[src/rtl/tdm_rx.sv]
// TDM slot receiver: detects frame starts on wclk, deserialises SLOTS words of
// SLOT_W bits after DELAY bclk edges, supervises the frame interval and reports lock.
module tdm_rx #(
    parameter int  SLOT_W      = 32,
    parameter int  SLOTS       = 2,
    parameter int  DELAY       = 1,
    parameter int  FRAME_BCLKS = 64,
    localparam int IDX_W       = (SLOTS > 1) ? $clog2(SLOTS) : 1
) (
    input  logic              bclk,
    input  logic              rst_n,
    input  logic              wclk,
    input  logic              tdm_in,
    output logic [SLOT_W-1:0] slot_data,
    output logic [IDX_W-1:0]  slot_idx,
    output logic              slot_valid,
    output logic              frame_err,
    output logic              locked
);

    localparam int BIT_W = $clog2(SLOT_W);
    localparam int INT_W = ($clog2(FRAME_BCLKS + 2) > 7) ? $clog2(FRAME_BCLKS + 2) : 7;

    typedef enum logic [1:0] {
        IDLE,
        WAIT,
        RECV
    } state_e;

    state_e            state_q;
    logic [1:0]        wc_ff;
    logic [1:0]        wc_vld_q;
    logic [2:0]        dly_q;
    logic [BIT_W-1:0]  bit_q;
    logic [IDX_W-1:0]  slot_q;
    logic [SLOT_W-1:0] shift_q;
    logic [INT_W-1:0]  intv_q;
    logic              seen_fs_q;
    logic [1:0]        good_q;

    logic              fs;
    logic              last_bit;
    logic              last_slot;
    logic              abort;
    logic              slot_done;
    logic              err_d;
    logic [SLOT_W-1:0] word_d;

    // Both wclk history bits must be real post-reset samples, so a wclk that is
    // already high when reset releases is not mistaken for a fresh frame start.
    assign fs        = (wc_ff == 2'b01) && wc_vld_q[1];
    assign last_bit  = (state_q == RECV) && (bit_q == BIT_W'(SLOT_W - 1));
    assign last_slot = (slot_q == IDX_W'(SLOTS - 1));
    assign abort     = fs && (state_q != IDLE) && !(last_bit && last_slot);
    assign slot_done = last_bit && !abort;
    assign err_d     = fs && (abort || (seen_fs_q && (intv_q != INT_W'(FRAME_BCLKS))));
    assign word_d    = {shift_q[SLOT_W-2:0], tdm_in};

    always_ff @(posedge bclk or negedge rst_n) begin
        if (!rst_n) begin
            state_q    <= IDLE;
            wc_ff      <= 2'b00;
            wc_vld_q   <= 2'b00;
            dly_q      <= '0;
            bit_q      <= '0;
            slot_q     <= '0;
            shift_q    <= '0;
            intv_q     <= '0;
            seen_fs_q  <= 1'b0;
            good_q     <= 2'd0;
            slot_data  <= '0;
            slot_idx   <= '0;
            slot_valid <= 1'b0;
            frame_err  <= 1'b0;
            locked     <= 1'b0;
        end else begin
            wc_ff      <= {wc_ff[0], wclk};
            wc_vld_q   <= {wc_vld_q[0], 1'b1};
            slot_valid <= 1'b0;
            frame_err  <= err_d;

            if (fs) begin
                intv_q    <= INT_W'(1);
                seen_fs_q <= 1'b1;
            end else if (intv_q != '1) begin
                intv_q <= intv_q + 1'b1;
            end

            // Lock needs two good intervals in a row; any error drops it at once.
            if (err_d) begin
                good_q <= 2'd0;
                locked <= 1'b0;
            end else if (fs && seen_fs_q) begin
                if (good_q != 2'd2) good_q <= good_q + 2'd1;
                if (good_q != 2'd0) locked <= 1'b1;
            end

            if (slot_done) begin
                slot_data  <= word_d;
                slot_idx   <= slot_q;
                slot_valid <= 1'b1;
            end

            case (state_q)
                IDLE: ;
                WAIT: begin
                    if (dly_q == 3'(DELAY)) begin
                        shift_q <= word_d;
                        bit_q   <= BIT_W'(1);
                        state_q <= RECV;
                    end else begin
                        dly_q <= dly_q + 3'd1;
                    end
                end
                RECV: begin
                    shift_q <= word_d;
                    if (last_bit) begin
                        bit_q <= '0;
                        if (last_slot) begin
                            slot_q  <= '0;
                            state_q <= IDLE;
                        end else begin
                            slot_q <= slot_q + 1'b1;
                        end
                    end else begin
                        bit_q <= bit_q + 1'b1;
                    end
                end
                default: state_q <= IDLE;
            endcase

            // NOTE: with non-blocking assignments the last one in the block wins,
            // so a frame start here overrides whatever the case statement chose.
            if (fs) begin
                state_q <= WAIT;
                dly_q   <= 3'd1;
                bit_q   <= '0;
                slot_q  <= '0;
            end
        end
    end

endmodule

[config.mk]
export PLATFORM = sky130hd
export DESIGN_NAME = tdm_rx
export DESIGN_NICKNAME = d
export VERILOG_FILES = /design/src/rtl/tdm_rx.sv
export SDC_FILE = /design/constraint.sdc
export NUM_CORES = 1
export LEC_CHECK = 0
export CAP_MARGIN = 20
export CORE_UTILIZATION = 50
export CTS_CLUSTER_DIAMETER = 120
export DETAILED_ROUTE_END_ITERATION = 16
export GPL_TIMING_DRIVEN = 1
export HOLD_SLACK_MARGIN = 0.05
export PLACE_DENSITY = 0.72
export SYNTH_ARGS = -nofsm -noshare
export SYNTH_HDL_FRONTEND = slang
export SYNTH_SLANG_ARGS = --single-unit
[constraint.sdc]
create_clock -name bclk -period 2.17 [get_ports bclk]
set_input_delay 0.434 -clock bclk [delete_from_list [all_inputs] [get_ports bclk]]
set_output_delay 0.434 -clock bclk [all_outputs]
set_load 0.02 [all_outputs]
# ---- After elaboration in Yosys (flattened, before gate mapping)
# Cells that the tools add are included.
dict set report word_totals {
  reg_bits 92
  out_inout_bits 36
  in_bits 4
  elab_cells 92
  latchBits 0
  rom_bits 0
  ram_bits 0
  mem_count 0
}
dict set report op_classes {
  n_shift 0
  n_bitwise 0
  mux 27
  n_reduce_logical 31
  addsub 5
  eq_ne 14
  order_cmp 0
  n_div 0
  n_mul 0
}
# op n
set ops {}
lappend ops {{31-bit one-hot mux with 2 select lines} 1}
lappend ops {{31-bit 2-to-1 mux} 1}
lappend ops {{2-bit nonzero test} 10}
lappend ops {{5-bit 2-to-1 mux} 3}
lappend ops {{2-bit 2-to-1 mux} 7}
lappend ops {{7-bit 2-to-1 mux} 2}
lappend ops {{7-bit != test (second input constant)} 2}
lappend ops {{2-bit AND reduction} 6}
lappend ops {{5-bit one-hot mux with 2 select lines} 1}
lappend ops {{1-bit logical AND} 9}
lappend ops {{3-bit 2-to-1 mux} 3}
lappend ops {{3-bit != test (second input constant)} 3}
lappend ops {{1-bit 2-to-1 mux} 8}
lappend ops {{2-bit != test (second input constant)} 4}
lappend ops {{7-bit by 1-bit adder with 7-bit output (second input constant)} 1}
lappend ops {{2-bit one-hot mux with 3 select lines} 1}
lappend ops {{5-bit by 1-bit adder with 5-bit output (second input constant)} 1}
lappend ops {{5-bit equality test (second input constant)} 1}
lappend ops {{2-bit by 1-bit equality test with 1-bit output (second input constant)} 2}
lappend ops {{4-bit AND reduction} 1}
lappend ops {{3-bit by 1-bit adder with 3-bit output (second input constant)} 1}
lappend ops {{3-bit by 1-bit equality test with 1-bit output (second input constant)} 1}
lappend ops {{3-bit nonzero test} 1}
lappend ops {{2-bit by 1-bit adder with 2-bit output (second input constant)} 1}
lappend ops {{5 further kinds} 6}

# ---- Depth between registers and ports, before layout
# Gate-level depths: netlist (run 1).
dict set report depth {
  depth_word 9
  mapped_depth 7
  ltp_nobuf 7
}

# ---- Worst setup path after synthesis (run 1)
# OpenSTA, ideal clock, no wires.
dict set report synth_path {
  kind {reg-to-reg}
  startpoint {reg bit_q[0]}
  endpoint {reg good_q[0]}
  path_buffers 0
  required_time_ps 2045
  slack_ps 275
  path_stages_with_launch 8
  arrival_ps 1770
  path_cell_list {dfrtp_1 -> ha_1 -> and3_1 -> ha_1 -> a21boi_0 -> or2_2 -> o21ai_0 -> mux2_2}
}
dict set report synth_between {
  elab_chain_cells 9
  elab_cells_between_ends 11
}
# element line_no
set synth_rtl {}
lappend synth_rtl {{start, declared} 34} ;# logic [BIT_W-1:0] bit_q;
lappend synth_rtl {{start signal, assigned} 126} ;# bit_q <= bit_q + 1'b1;
lappend synth_rtl {{5-bit equality test *} 52} ;# assign last_bit = (state_q == RECV) && (bit_q == BIT_W'(SLOT_W - 1));
lappend synth_rtl {{1-bit logical AND *} 52}
lappend synth_rtl {{1-bit logical AND *} 54} ;# assign abort = fs && (state_q != IDLE) && !(last_bit && last_slot);
lappend synth_rtl {{1-bit zero test *} 54}
lappend synth_rtl {{1-bit logical AND *} 54}
lappend synth_rtl {{1-bit logical OR *} 56} ;# assign err_d = fs && (abort || (seen_fs_q && (intv_q != INT_W'(FRAME_BCLKS))));
lappend synth_rtl {{1-bit logical AND *} 56}
lappend synth_rtl {{2-bit nonzero test (no source line)} n/a}
lappend synth_rtl {{2-bit AND reduction (no source line)} n/a}
lappend synth_rtl {{end signal, assigned} 94} ;# if (good_q != 2'd2) good_q <= good_q + 2'd1;
lappend synth_rtl {{end, declared} 39} ;# logic [1:0] good_q;
# Every way passes the cells marked *; elsewhere a longest branch is shown, timed or not.
# A chain may end at the register's enable or synchronous reset.

# ---- Final worst setup path (run 1)
# Same ends and word-level chain as after synthesis.

==> results.json, run 1 <==
{
  "crit_required_ps": 2420,
  "area_growth_pct": 19.5,
  "ys_ff_latch": 92,
  "cts_resized": 0,
  "r2r_cells": 7,
  "final_common_cell": "dfrtp_1",
  "p_total_mw": 4.23,
  "drt_wl_total_mm": 5.95,
  "gp_congestion": 0.766,
  "die_w_microns": 88.9,
  "cts_tree": "done",
  "dieArea_sq_um": 7910,
  "initial_core_util_pct": 51.8,
  "power_density_nw_per_um2": 937,
  "clock_tree.buffer_depth": 2,
  "synth_top_area_cell": "dfrtp_1",
  "cellLeakagePower_nw": 2.18,
  "rsz0062_at_grt": "false",
  "layout_setup_ws_ps": 207,
  "power_frac_comb_pct": 20.9,
  "synthesis.area_sq_um": 3780,
  "cts_buffers": 9,
  "coreArea_sq_um": 7290,
  "run_status": "finished clean",
  "p_seq_share_pct": 52.2,
  "syn_nets": 281,
  "finalSetupViolations": 0,
  "netlist_top_cells_area": "dfrtp_1, mux2_2, ha_1",
  "slew_violations": 0,
  "critPathMaxStageDelay_ps": 430,
  "p_int_mw": 3.00,
  "hold_viol_final": 0,
  "drcViolationCount": 0,
  "synth-edff-count": 0,
  "avgSynthCellArea_sq_um": 14.0,
  "worst-setup-path-type": "flip-flop to flip-flop",
  "drt_iter0_markers": 124,
  "die-height_microns": 88.9,
  "critical_path_arrival_ps": 2220,
  "hold_ws_ps": 355,
  "async_reset_ff_share_pct": 100,
  "hp-class": "flip-flop to flip-flop",
  "crit_chain": "ha_1, and3_1, ha_1, a21boi_0, or2_2, o21ai_0, mux2_2",
  "vias": 2180,
  "grt_pass1_wl_mm": 10.0,
  "syn_inst": 269,
  "dp_hpwl_mm": 3.91,
  "yosys_warnings": 0,
  "io_pins": 40,
  "grt_pass1_vias": 2087,
  "cts.htree.levels": 3,
  "grtUsageTotal_pct": 17.3,
  "crit_fanout": 4,
  "ant_nets": 0,
  "nets": 330,
  "grt_overflow": 0,
  "n_antenna_cell": 0,
  "max_freq_ghz": 0.509,
  "seq_area_frac_synth_pct": 60.9,
  "max_cap_viol_count": 0,
  "routed_via_density": 5.17,
  "final_cell_mix": "dfrtp_1, mux2_2, clkdlybuf4s50_1",
  "final_util_pct": 61.9,
  "p_sw_share_pct": 29.0,
  "period_needed_ps": 1960,
  "setup.worst_path.end_class": "flip-flop",
  "drive_gt1_share_pct": 29.4,
  "start_kind": "flip-flop",
  "clk_latency_ps": 360,
  "peakVddDrop_mv": 0.707,
  "drt_first_pass_iters": 4,
  "period_share_pct": 90.5,
  "wire_per_inst_microns": 14.1,
  "skew_ps": 12.3,
  "min_path_cells": 0,
  "crit_path_frequent_cell": "ha_1",
  "io_buffer_count": 39,
  "synth_top_flop_cell": "dfrtp_1",
  "grt_antenna_before_repair": 0,
  "tns_ps": 0,
  "std_cell_rows": 31,
  "slowest_stage": "dfrtp_1",
  "clockRootBuffer": "clkbuf_8",
  "grt_max_degree": 49,
  "synthDistinctLibCells": 44,
  "p_sw_mw": 1.23,
  "pwr-share-clk_pct": 26.9,
  "dp_slack_ps": 223,
  "cts_sinks": 92,
  "clkTransAtPathRegs_ps": 90,
  "yosys.area.top_type_share_pct": 60.9
}
==> metal layers <==
layer  vias up  part of all wire [%]  global-route usage (%)
li1       1034                     -                       -
met1      1109                    46                    22.6
met2        29                    49                    26.4
met3         8                   3.6                    6.46
met4         0                   1.5                    6.45
met5         -                     0                       0
==> registers in the layout, indices dropped and copies added (netlist names), 3 cells and up <==
name       cells
bit_q          5
slot_data     32
shift_q       31
dly_q          3
intv_q         7
==> synthesized netlist by cell type, types with 3 or more instances <==
library cell / count
nor2_1: 12
and3_1: 3
dfrtp_1: 92
a21oi_1: 8
inv_1: 11
nand3b_1: 3
o21ai_0: 7
or2_2: 3
mux2_2: 63
ha_1: 8
buf_6: 4
xor2_1: 5
nand2_1: 11
==> critical path: cells and delay by family (launching register included) <==
kind | cells | cell delay, ps
fa+ha+maj | 2 | 460
flops | 1 | 430
simple gates | 2 | 350
compound gates | 2 | 350
mux | 1 | 270
==> power by group through the flow <==
stage                     registers, mW  logic, mW  clock network, mW
after floorplan                    2.16      0.734                  0
after global placement             2.23      0.859                  0
after detailed placement           2.24      0.892                  0
after CTS                          2.20      0.896               1.18
after global routing               2.25      0.987               1.26
final                              2.21      0.882               1.14
==> final timing paths <==
check / from / to / slack [ps]
min in group asynchronous: rst_n / slot_data[25]$_DFFE_PN0P_ / 540
max in group asynchronous: rst_n / intv_q[1]$_DFFE_PN0P_ / 1060
max: bit_q[0]$_DFFE_PN0P_ / good_q[0]$_DFFE_PN0P_ / 210
min reg2reg: wc_vld_q[0]$_DFF_PN0_ / wc_vld_q[1]$_DFF_PN0_ / 360
min: wc_vld_q[0]$_DFF_PN0_ / wc_vld_q[1]$_DFF_PN0_ / 360
max reg2reg: bit_q[0]$_DFFE_PN0P_ / good_q[0]$_DFFE_PN0P_ / 210
==> cell type report <==
cell class / count / area [sq um]
sequential: 92 / 2300
clock buffer: 9 / 124
timing repair buffer: 47 / 488
clock inverter: 7 / 73.8
multi-input combinational: 157 / 1360
fill: 601 / 2780
inverter: 11 / 41.3
tap: 99 / 124
==> timing repair <==
item / 4_1_cts / 5_1_grt
hold endpoints to repair: 27 / 0
setup buffers: 0 / 0
hold buffers: 1 / 0
==> kinds of logic (layout without fill, tap and decap cells) <==
group | after synthesis | after routing | synth area share [%]
xor gates and xnor gates | 6 | 6 | 1.39
adders and majority gates | 8 | 8 | 2.65
DFF | 92 | 92 | 60.9
and+or+nand+nor | 48 | 48 | 7.19
other | 1 | 1 | 0.0993
muxes | 66 | 66 | 19.6
buffers and inverters | 20 | 74 | 3.05
AOI/OAI and AO/OA | 28 | 28 | 5.04
==> metrics by stage <==
| step | instance area [sq um] | std cells |
|---|---|---|
| after floorplan | 3780 | 269 |
| after global placement | 4310 | 405 |
| after detailed placement | 4310 | 405 |
| after CTS | 4510 | 422 |
| after global routing | 4510 | 422 |
| final | 4510 | 422 |
No activity file was read; power rests on OpenSTA's default activity.
==> inputs of run 2 (changes only) <==
SKIP_CTS_REPAIR_TIMING = 1   (was unset)
clock period = 2.1 ns   (was 2.17 ns; I/O delays follow)
==> run 2 against run 1 <==
Critical path depth did not move. Critical path type unchanged. Highest routed layer unchanged. Final area rose by 0.22%. Sequential share of layout area fell by 0.11 points. Sequential power rose by 3%. Total power rose by 5.3%. Utilization rose by 0.14 points. Routed wire length fell by 2.5%. Global-route usage fell by 0.78 points. Hold slack improved by 1.3 ps.
==> results.json, run 2 (same netlist as run 1, synthesis figures left out) <==
{
  "setup.worst_path.end_class": "flip-flop",
  "cts_buffers": 9,
  "instances_no_fill": 420,
  "n_antenna_cell": 0,
  "io_buffer_count": 39,
  "grt_max_degree": 42,
  "initial_core_util_pct": 51.8,
  "grt_pass1_vias": 2035,
  "crit_fanout": 33,
  "r2r-start": "bit_q[1]$_DFFE_PN0P_",
  "largest_reg_flops": 32,
  "hold_path_end": "wc_vld_q[1]$_DFF_PN0_",
  "vias": 2129,
  "dp_hpwl_mm": 3.81,
  "clockRootBuffer": "clkbuf_8",
  "critical_path_arrival_ps": 2200,
  "routed_via_density": 5.07,
  "hold_ws_ps": 357,
  "skew_ps": 9.52,
  "clkTransAtPathRegs_ps": 80,
  "nets": 329,
  "peakVddDrop_mv": 0.594,
  "max_freq_ghz": 0.511,
  "hp-class": "flip-flop to flip-flop",
  "io_pins": 40,
  "dpl.cell_count": 404,
  "power_density_nw_per_um2": 985,
  "min_path_cells": 0,
  "final_util_pct": 62.0,
  "die-height_microns": 88.9,
  "place_area_sq_um": 4300,
  "cellLeakagePower_nw": 2.19,
  "reg_top3": "slot_data (32), shift_q (31), intv_q (7)",
  "relSlewSlack_pct": 65.9,
  "final_cell_mix": "dfrtp_1, mux2_2, clkdlybuf4s50_1",
  "max_cap_viol_count": 0,
  "r2r_cells": 7,
  "drt_iter0_markers": 144,
  "worst-setup-path-type": "flip-flop to flip-flop",
  "die_w_microns": 88.9,
  "cts.htree.levels": 3,
  "drt_wl_total_mm": 5.80,
  "finalSetupViolations": 0,
  "grt_overflow": 0,
  "slew_violations": 0,
  "setup.reg_to_reg.worst_slack_ps": 140,
  "period_share_pct": 93.1,
  "worst_pin_slew_ps": 506,
  "ant_nets": 0,
  "clk_latency_ps": 350,
  "coreArea_sq_um": 7290,
  "std_cell_rows": 31,
  "grt-busiest-layer": "met2",
  "tns_ps": 0,
  "drive_gt1_share_pct": 28.7,
  "drt_first_pass_iters": 4,
  "clock_tree.buffer_depth": 2,
  "rsz0062_at_grt": "false",
  "hold_start": "wc_vld_q[0]$_DFF_PN0_",
  "area_growth_pct": 19.7,
  "hold_viol_final": 0,
  "wire_per_inst_microns": 13.8,
  "final_common_cell": "dfrtp_1",
  "grtUsageTotal_pct": 16.5,
  "regMostFlops": "slot_data",
  "drcViolationCount": 0,
  "final_area_sq_um": 4520,
  "met1_usage_pct": 22.0,
  "dieArea_sq_um": 7910,
  "cts_tree": "done",
  "grt_pass1_wl_mm": 9.65,
  "crit_required_ps": 2340,
  "rr_endpoint": "slot_data[9]$_DFFE_PN0P_",
  "run_status": "finished clean",
  "gp_congestion": 0.819,
  "grt_use_met2_pct": 25.0,
  "globalRouteMet3Util_pct": 4.34,
  "grt_antenna_before_repair": 0,
  "period_needed_ps": 1960,
  "start_kind": "flip-flop",
  "cts_sinks": 92
}
-- run 2: worst max-delay path: stages (launching register included) --
cell and delay, ps:
dfrtp_1 410, ha_1 200, and3_1 160, ha_1 230, nand2_4 90, a21oi_4 140, buf_12 210, mux2_2 370
-- run 2: where the power goes --
part / switching [mW] / total (mW) / internal [mW]
combinational: 0.406 / 0.908 / 0.502
sequential: 0.233 / 2.28 / 2.04
clock: 0.572 / 1.27 / 0.697
total: 1.21 / 4.45 / 3.24
-- run 2: worst max-delay path by stage --
| stage | start | endpoint | slack, ps |
|---|---|---|---|
| after floorplan | bit_q[0]$_DFFE_PN0P_ | good_q[0]$_DFFE_PN0P_ | 210 |
| after global placement | bit_q[0]$_DFFE_PN0P_ | good_q[0]$_DFFE_PN0P_ | 200 |
| after detailed placement | bit_q[1]$_DFFE_PN0P_ | slot_data[9]$_DFFE_PN0P_ | 150 |
| after CTS | bit_q[1]$_DFFE_PN0P_ | slot_data[9]$_DFFE_PN0P_ | 130 |
| after global routing | bit_q[1]$_DFFE_PN0P_ | good_q[0]$_DFFE_PN0P_ | 30 |
| final | bit_q[1]$_DFFE_PN0P_ | slot_data[9]$_DFFE_PN0P_ | 140 |
-- run 2: area by class of cell --
class | instances | area (sq um)
clock buffer | 11 | 141
clock inverter | 4 | 73.8
fill | 599 | 2770
inverter | 11 | 41.3
multi-input combinational | 157 | 1360
sequential | 92 | 2300
tap | 99 | 124
timing repair buffer | 46 | 480
-- run 2: per-stage QoR --
step | power [mW] | setup WS [ps]
2_1_floorplan | 2.99 | 205
3_3_place_gp | 3.19 | 203
3_5_place_dp | 3.23 | 150
4_1_cts | 4.51 | 133
5_1_grt | 4.72 | 26.4
6_report | 4.45 | 145
-- run 2: layer usage --
layer | routed length [microns] | part of all wire [%] | vias up
li1 | - | - | 1034
met1 | 2750 | 47 | 1051
met2 | 2720 | 47 | 36
met3 | 217 | 3.7 | 8
met4 | 114 | 2.0 | 0
met5 | 0 | 0 | -
==> inputs of run 3 (changes only) <==
CORE_ASPECT_RATIO = 1.1   (was unset)
==> run 3 against run 2 <==
The run now ends with design-rule violations left. First-iteration DRC count shrank 20%. Fmax grew 0.28%. Final area grew 0.33%. Sequential power is essentially flat. Setup slack gained 5.5 ps. Sequential cell count is the same. Combinational power shrank 0.8%. Sequential share of layout area shrank 0.17 points. Count of clock-buffer cells in the layout is the same. Routed wire length grew 6.0%. Critical path type unchanged. Critical endpoint is now slot_data[4]$_DFFE_PN0P_. Largest cell class unchanged. Largest power group unchanged.
==> results.json, run 3 (same netlist as run 1, synthesis figures left out) <==
{
  "wire_per_inst_microns": 15.1,
  "max_freq_ghz": 0.513,
  "crit_fanout": 16,
  "drt_wl_total_mm": 6.15,
  "start_kind": "flip-flop",
  "grt_antenna_before_repair": 0,
  "dp_slack_ps": 135,
  "cpLargestDelayFamily": "adder cells",
  "hp-class": "input port to asynchronous set/reset pin",
  "clock_tree.buffer_depth": 2,
  "cellLeakagePower_nw": 2.19,
  "cts.htree.levels": 3,
  "violations": "design-rule violations",
  "grtUsageTotal_pct": 17.0,
  "std_cell_rows": 32,
  "largest_reg_flops": 32,
  "clk_latency_ps": 350,
  "setup.worst_path.end_class": "flip-flop",
  "n_antenna_cell": 0,
  "dieArea_sq_um": 7910,
  "period_needed_ps": 1950,
  "gp_congestion": 0.728,
  "grt_max_degree": 43,
  "run_status": "finished with violations",
  "seq_area_sq_um": 2300,
  "rsz0062_at_grt": "false",
  "tns_ps": 0,
  "multi_input_area_sq_um": 1370,
  "critical_path_buf_inv_count": 1,
  "crit_required_ps": 2330,
  "ant_nets": 0,
  "power_density_nw_per_um2": 990,
  "worst_pin_slew_ps": 530,
  "period_share_pct": 92.8,
  "die-height_microns": 93.2,
  "fillers": 550,
  "area_growth_pct": 20.1,
  "critPathMaxStageDelay_ps": 410,
  "slew_violations": 0,
  "skew_ps": 14.7,
  "slowest_stage": "dfrtp_1",
  "nets": 329,
  "finalSetupViolations": 0,
  "initial_core_util_pct": 52.7,
  "clockRootBuffer": "clkbuf_8",
  "grt_pass1_vias": 2204,
  "grt_pass1_wl_mm": 10.3,
  "cts_buffers": 9,
  "regMostFlops": "slot_data",
  "die_w_microns": 84.9,
  "io_buffer_count": 39,
  "relSlewSlack_pct": 64.7,
  "drcViolationCount": 1,
  "coreArea_sq_um": 7170,
  "hold_viol_final": 0,
  "drt_first_pass_iters": 10,
  "routed_via_density": 5.38,
  "peakVddDrop_mv": 0.538,
  "layout_setup_ws_ps": 150,
  "cts_sinks": 92,
  "final_cell_mix": "dfrtp_1, mux2_2, clkdlybuf4s50_1",
  "max_cap_viol_count": 0,
  "io_pins": 40,
  "dp_hpwl_mm": 3.93,
  "vias": 2190,
  "critical_path_arrival_ps": 2180,
  "clkTransAtPathRegs_ps": 100,
  "drt_iter0_markers": 115,
  "cts_tree": "done",
  "reg_top3": "slot_data (32), shift_q (31), intv_q (7)",
  "grt_overflow": 0,
  "worst-setup-path-type": "flip-flop to flip-flop",
  "final_common_cell": "dfrtp_1",
  "crit_chain": "ha_1, and3_1, ha_2, nand2_4, a21oi_4, clkbuf_16, mux2_2",
  "hold_ws_ps": 31.6,
  "drive_gt1_share_pct": 29.8
}
## run 3: cell count changes in the layout (fill, tap and decap cells not counted)
| cell | delta |
|---|---|
| clkinv_4 | -1 |
| ha_2 | +1 |
| ha_1 | -1 |
| clkinv_2 | -1 |
| dlygate4sd3_1 | -1 |
| nor3_1 | -1 |
| a21boi_1 | +1 |
| a21boi_0 | -1 |
| nor3_2 | +1 |
| inv_6 | +1 |
| clkbuf_16 | +1 |
| clkinvlp_4 | +2 |
## run 3: cell type report
cell class | count | share of cell area (%)
tap | 85 | 2.34
clock buffer | 11 | 3.12
clock inverter | 5 | 1.85
multi-input combinational | 157 | 30.1
sequential | 92 | 50.7
timing repair buffer | 46 | 10.9
inverter | 11 | 0.910
## run 3: through the flow
stage	area, sq um	std cells	power (mW)	util [%]
finish	4540	407	4.49	63.3
global route	4540	407	4.76	63.3
CTS	4510	406	4.54	62.9
detailed placement	4280	390	3.22	59.7
global placement	4280	390	3.19	59.7
floorplan	3780	269	2.99	-
## run 3: metal layers
layer / wire length [microns] / global-route usage [%] / share of wire, %
met1: 2830 / 21.8 / 46
met2: 3010 / 27.2 / 49
met3: 218 / 4.94 / 3.5
met4: 84 / 7.20 / 1.4
met5: 0 / 0 / 0
## run 3: where the power goes
part / internal (mW) / total [mW] / switching (mW)
registers: 2.04 / 2.28 / 0.236
logic: 0.499 / 0.901 / 0.402
clock network: 0.708 / 1.31 / 0.606
total: 3.25 / 4.49 / 1.24
## run 3: final timing paths
check / from / end / slack (ps) / cells past startpoint
max in group asynchronous: rst_n / seen_fs_q$_DFFE_PN0P_ / 1410 / 2
min in group bclk: wc_vld_q[0]$_DFF_PN0_ / wc_vld_q[1]$_DFF_PN0_ / 360 / 0
max: bit_q[1]$_DFFE_PN0P_ / slot_data[4]$_DFFE_PN0P_ / 150 / 7
min: rst_n / slot_valid$_DFF_PN0_ / 30 / 1
min reg2reg: wc_vld_q[0]$_DFF_PN0_ / wc_vld_q[1]$_DFF_PN0_ / 360 / 0
max reg2reg: bit_q[1]$_DFFE_PN0P_ / slot_data[4]$_DFFE_PN0P_ / 150 / 7
